File: src/rtl/seq_pkg.sv
// seq_pkg: shared run-control state encoding and counter saturation constant
package seq_pkg;
  typedef enum logic [1:0] {IDLE, RUN, DONE} state_t;
  localparam int CNT_W_DEF = 16;
  localparam logic [63:0] CNT_SAT = '1;
endpackage

File: src/rtl/run_sequencer_sat_counter.sv
// sat_counter: up-counter with synchronous clear that sticks at all-ones
module sat_counter
  import seq_pkg::*;
#(
  parameter int W = CNT_W_DEF
) (
  input  logic         clk,
  input  logic         reset,
  input  logic         clr,
  input  logic         en,
  output logic [W-1:0] q
);
  localparam logic [W-1:0] MAX = CNT_SAT[W-1:0];
  always_ff @(posedge clk or negedge reset)
    if (!reset) q <= '0;
    else if (clr) q <= '0;
    else if (en && q != MAX) q <= q + W'(1);
endmodule

File: src/rtl/run_sequencer.sv
// run_sequencer: program counter and run control with jump, stall, halt and run statistics
module run_sequencer
  import seq_pkg::*;
#(
  parameter int D          = 12,
  parameter int START_ADDR = 0,
  parameter int END_ADDR   = 128,
  parameter int CNT_W      = CNT_W_DEF
) (
  input  logic             clk,
  input  logic             reset,
  input  logic             req,
  input  logic             stall,
  input  logic             halt,
  input  logic             jump_en,
  input  logic             jump_rel,
  input  logic [D-1:0]     target,
  output logic [D-1:0]     prog_ctr,
  output logic             fetch_valid,
  output logic             busy,
  output logic             done,
  output logic [CNT_W-1:0] cycle_cnt,
  output logic [CNT_W-1:0] instr_cnt
);
  localparam logic [D-1:0] START = D'(START_ADDR);
  localparam logic [D-1:0] STOP  = D'(END_ADDR);
  state_t       state, state_nx;
  logic [D-1:0] pc_nx;
  logic         at_end, start_run;
  always_comb begin
    at_end      = prog_ctr == STOP;
    busy        = state == RUN;
    done        = state == DONE;
    fetch_valid = busy && !stall && !at_end;
    start_run   = state == IDLE && req;
    state_nx    = state;
    pc_nx       = prog_ctr;
    case (state)
      IDLE: begin
        state_nx = req ? RUN : IDLE;
        pc_nx    = req ? START : prog_ctr;
      end
      // END_ADDR wins over everything; a stall masks halt and jump
      RUN:
        if (at_end || (!stall && halt)) state_nx = DONE;
        else if (!stall) pc_nx = jump_en ? (jump_rel ? prog_ctr + target : target) : prog_ctr + D'(1);
      DONE: state_nx = req ? DONE : IDLE;
      default: state_nx = IDLE;
    endcase
  end
  always_ff @(posedge clk or negedge reset)
    if (!reset) begin
      state    <= IDLE;
      prog_ctr <= START;
    end else begin
      state    <= state_nx;
      prog_ctr <= pc_nx;
    end
  sat_counter #(.W(CNT_W)) u_cycle (.clk(clk), .reset(reset), .clr(start_run), .en(busy), .q(cycle_cnt));
  sat_counter #(.W(CNT_W)) u_instr (.clk(clk), .reset(reset), .clr(start_run), .en(fetch_valid), .q(instr_cnt));
endmodule

File: config.mk
export PLATFORM = sky130hd
export DESIGN_NAME = run_sequencer
export DESIGN_NICKNAME = d
export VERILOG_FILES = /design/src/rtl/seq_pkg.sv /design/src/rtl/run_sequencer_sat_counter.sv /design/src/rtl/run_sequencer.sv
export SDC_FILE = /design/constraint.sdc
export NUM_CORES = 1
export LEC_CHECK = 0
export ABC_AREA = 1
export ABC_CLOCK_PERIOD_IN_PS = 2000
export CAP_MARGIN = 10
export CORE_UTILIZATION = 40
export DETAILED_ROUTE_END_ITERATION = 10
export MAX_ROUTING_LAYER = met4
export PLACE_DENSITY = 0.73
export SYNTH_ARGS = -nofsm -noshare
export SYNTH_HDL_FRONTEND = slang
export SYNTH_SLANG_ARGS = --single-unit
File: constraint.sdc
create_clock -name clk -period 2 [get_ports clk]
set_clock_uncertainty 0.05 [all_clocks]
set_input_delay 0.4 -clock clk [delete_from_list [all_inputs] [get_ports clk]]
set_output_delay 0.4 -clock clk [all_outputs]
set_load 0.02 [all_outputs]
==> metrics <==
status finished with violations; failing checks design-rule violations; Routed Antenna Nets 0; Total GRT Usage 0.229; Logic pwr share 0.643; Die Area 9620 um2; global-route wire length before repair 17.5 mm; switching share of power 0.455; FP Rows 34; fraction of the yosys area taken by sequential cells 0.312; Post-Route WL 10.4 mm; Worst-Skew Late Latency 0.31 ns; Final #Nets 717; Mean Syn Cell Area 6.55 um2; Worst Setup Start Kind flop; Worst Setup End Kind output port; Layout area overhead 38.0%; DR WL/cell 13.1 um; H-tree Lvls 2; Post-Syn Nets 599; Worst Hold Class reg2reg; Initial DRC Count 189; yosys synthesis warning count 0; NetSw 2540 uW; cell count after synthesis 564; GRT overflow 0; crit-path cells inv_1, ha_1, nand2_1, nor2_4, nand2_2, nand3_2, inv_1, buf_2; fraction of layout cells with a size suffix above 1 0.154; Max transition margin 0.712; slowest stage delay, CP 0.37 ns; # Max-Cap Violations 0; Initial Utilization 0.417; Detailed Place HPWL 7.86 mm; TritonCTS Buffers 5; Max FO, Critical Path 2; CP max-delay cell dfrtp_1; peak supply drop 0.736 mV; Arr. time, crit path 1.48 ns; Worst path most repeated cell inv_1; number of synthesized register bits 46; Design Area, Final 5100 um2; sequential power share 0.230; Die H 98.1 um; Pint 3040 uW; Remaining DRCs 5; Max clock buf depth 2; cell taking the most area after synthesis dfrtp_1; I/O Buffers 65; Worst path depth 8; worst hold stages 2; Die Span X 98.1 um; maximum number of pins on one net before global-route repair 32; vias per cell 5.14; Worst-path clk slew 0.09 ns; Slew @ Worst Pin 0.429 ns; TritonCTS clock tree built; min Tclk post-route 1.93 ns; I/O pins 66; period utilization 0.963; max-slew violations 0; Crit Path Class reg2out; Hold Fails Final Rpt 0; vias in the first global route 3,814; f_max 0.519 GHz; Cell Area, Placed 4820 um2; iteration count of the initial detailed-routing pass 8; placed cells 778; Fill cells 810; worst reg-to-reg path cell count 8; area fraction of the dominant cell type after synthesis 0.312; via count 4,066; core area 8850 um2; GPL Wtd Cong 0.919; total power divided by cell area 1090 nW/um2; Sink Count 46; Syn Std Cell Area 3690 um2; number of library cell types mapped by synthesis 32; clock root cell clkbuf_8; Final Non-Filler Cells 791; Synth area leaders dfrtp_1 (31%), nand2_1 (20%), nand3_1 (7.2%); initial antenna violation count 0; n_diodes 0; Setup-failing EPs final 0; delay-heaviest family, CP flip-flops; Critical Path RT 1.55 ns; Worst Path Buf+Inv 3; LEAKAGE 0.00249 uW; power share of the clock group 0.128
-- registers in the layout, summed over array words and instances, names as in the netlist --
name / flops
u_cycle.q: 16
u_instr.q: 16
prog_ctr: 12
state: 2
-- worst register-to-register path: stages (launching register included) --
cell     delay [ns]
dfrtp_1        0.39
buf_4          0.14
ha_2           0.17
fa_2           0.37
or2_2          0.28
nand2_1        0.06
a21oi_1        0.06
a31oi_1        0.13
o21ai_0        0.09
-- timing repair --
item,CTS,global route
hold endpoints to repair,15,0
pin swaps,0,5
resized for setup,8,30
hold buffers,1,0
setup buffers,0,4
endpoints found under the setup margin,4,38
-- final cells by class --
| class | count | area (um2) | share of cell area |
|---|---|---|---|
| well taps | 108 | 135 | 0.0265 |
| clock inverters | 1 | 30.0 | 0.00589 |
| repair buffers | 122 | 1100 | 0.216 |
| multi-input cells | 444 | 2360 | 0.464 |
| inverters | 63 | 240 | 0.0471 |
| clock buffers | 7 | 76.3 | 0.0150 |
| flip-flops and latches | 46 | 1150 | 0.226 |
-- power groups by stage --
stage / clock network, uW / registers, uW / logic [uW]
after detailed placement: 0 / 1280 / 3350
after floorplan: 0 / 1580 / 1620
after global placement: 0 / 1280 / 3290
after global routing: 768 / 1310 / 3960
after CTS: 733 / 1260 / 3360
final: 712 / 1280 / 3590
-- cells in the mapped netlist --
library cell / number
fa_1: 1
nor3_2: 2
or2_2: 5
a21oi_4: 1
nor3b_1: 1
nor3_1: 13
ha_1: 15
nand2_1: 195
inv_1: 58
clkbuf_1: 5
nor3_4: 2
inv_2: 4
a31oi_1: 1
clkinv_1: 1
xor2_1: 16
nor2_4: 1
o31ai_1: 4
buf_6: 1
nor2_1: 57
xnor2_1: 6
o21ai_1: 8
a21oi_1: 19
nand3b_1: 8
o21ai_0: 15
dfrtp_1: 46
nand4_1: 17
buf_2: 4
nand3_1: 53
a21boi_0: 1
buf_4: 1
nand2_2: 2
nor2_8: 1
-- metal layers --
metal,track usage,wire [um],part of all wire,vias up
met5,-,0,0,-
met4,0.0816,210,0.020,0
met3,0.0322,547,0.053,19
met2,0.363,4820,0.46,116
met1,0.298,4810,0.46,1870
li1,-,-,-,2061
-- through the flow --
| step | utilization | setup WS (ns) | TNS (ns) | hold slack, ns | power (uW) |
|---|---|---|---|---|---|
| global placement | 0.545 | -0.323 | -2.45 | 0.304 | 4570 |
| finish | 0.576 | 0.0743 | 0 | 0.489 | 5580 |
| detailed placement | 0.545 | -0.320 | -3.18 | 0.306 | 4630 |
| CTS | 0.558 | 0.0207 | 0 | 0.495 | 5360 |
| global route | 0.576 | -0.0146 | -0.0338 | 0.521 | 6040 |
| floorplan | - | 0.0790 | 0 | 0.0544 | 3200 |
-- cells by family after synthesis --
logic type	synth area share
simple gates	0.427
buf+inv	0.0796
compound gates	0.0732
flops	0.312
xor+xnor	0.0522
fa+ha+maj	0.0562
-- placed cells by master (no fill, tap or decap), drive strengths merged --
cell type | netlist | layout
a21boi | 1 | 1
a21oi | 20 | 20
a31oi | 1 | 1
buf | 6 | 58
bufinv | 0 | 1
clkbuf | 5 | 7
clkdlybuf4s50 | 0 | 59
clkinv | 1 | 1
clkinvlp | 0 | 1
dfrtp | 46 | 46
dlygate4sd2 | 0 | 2
dlygate4sd3 | 0 | 1
dlymetal6s2s | 0 | 2
fa | 1 | 1
ha | 15 | 15
inv | 62 | 61
nand2 | 197 | 197
nand3 | 53 | 53
nand3b | 8 | 8
nand4 | 17 | 17
nor2 | 59 | 59
nor3 | 17 | 17
nor3b | 1 | 1
o21ai | 23 | 23
o31ai | 4 | 4
or2 | 5 | 5
xnor2 | 6 | 6
xor2 | 16 | 16
-- path summary, 6_finish.rpt --
path	startpoint	end	slack [ns]
min	u_instr.q[1]	u_instr.q[1]	0.49
min reg2reg	u_instr.q[1]	u_instr.q[1]	0.49
min in group asynchronous	reset	u_instr.q[14]	0.52
max	prog_ctr[0]	fetch_valid	0.07
max in group asynchronous	reset	u_instr.q[0]	0.86
max reg2reg	prog_ctr[0]	prog_ctr[2]	0.15
Note: power is estimated with default switching activity, not from simulation.
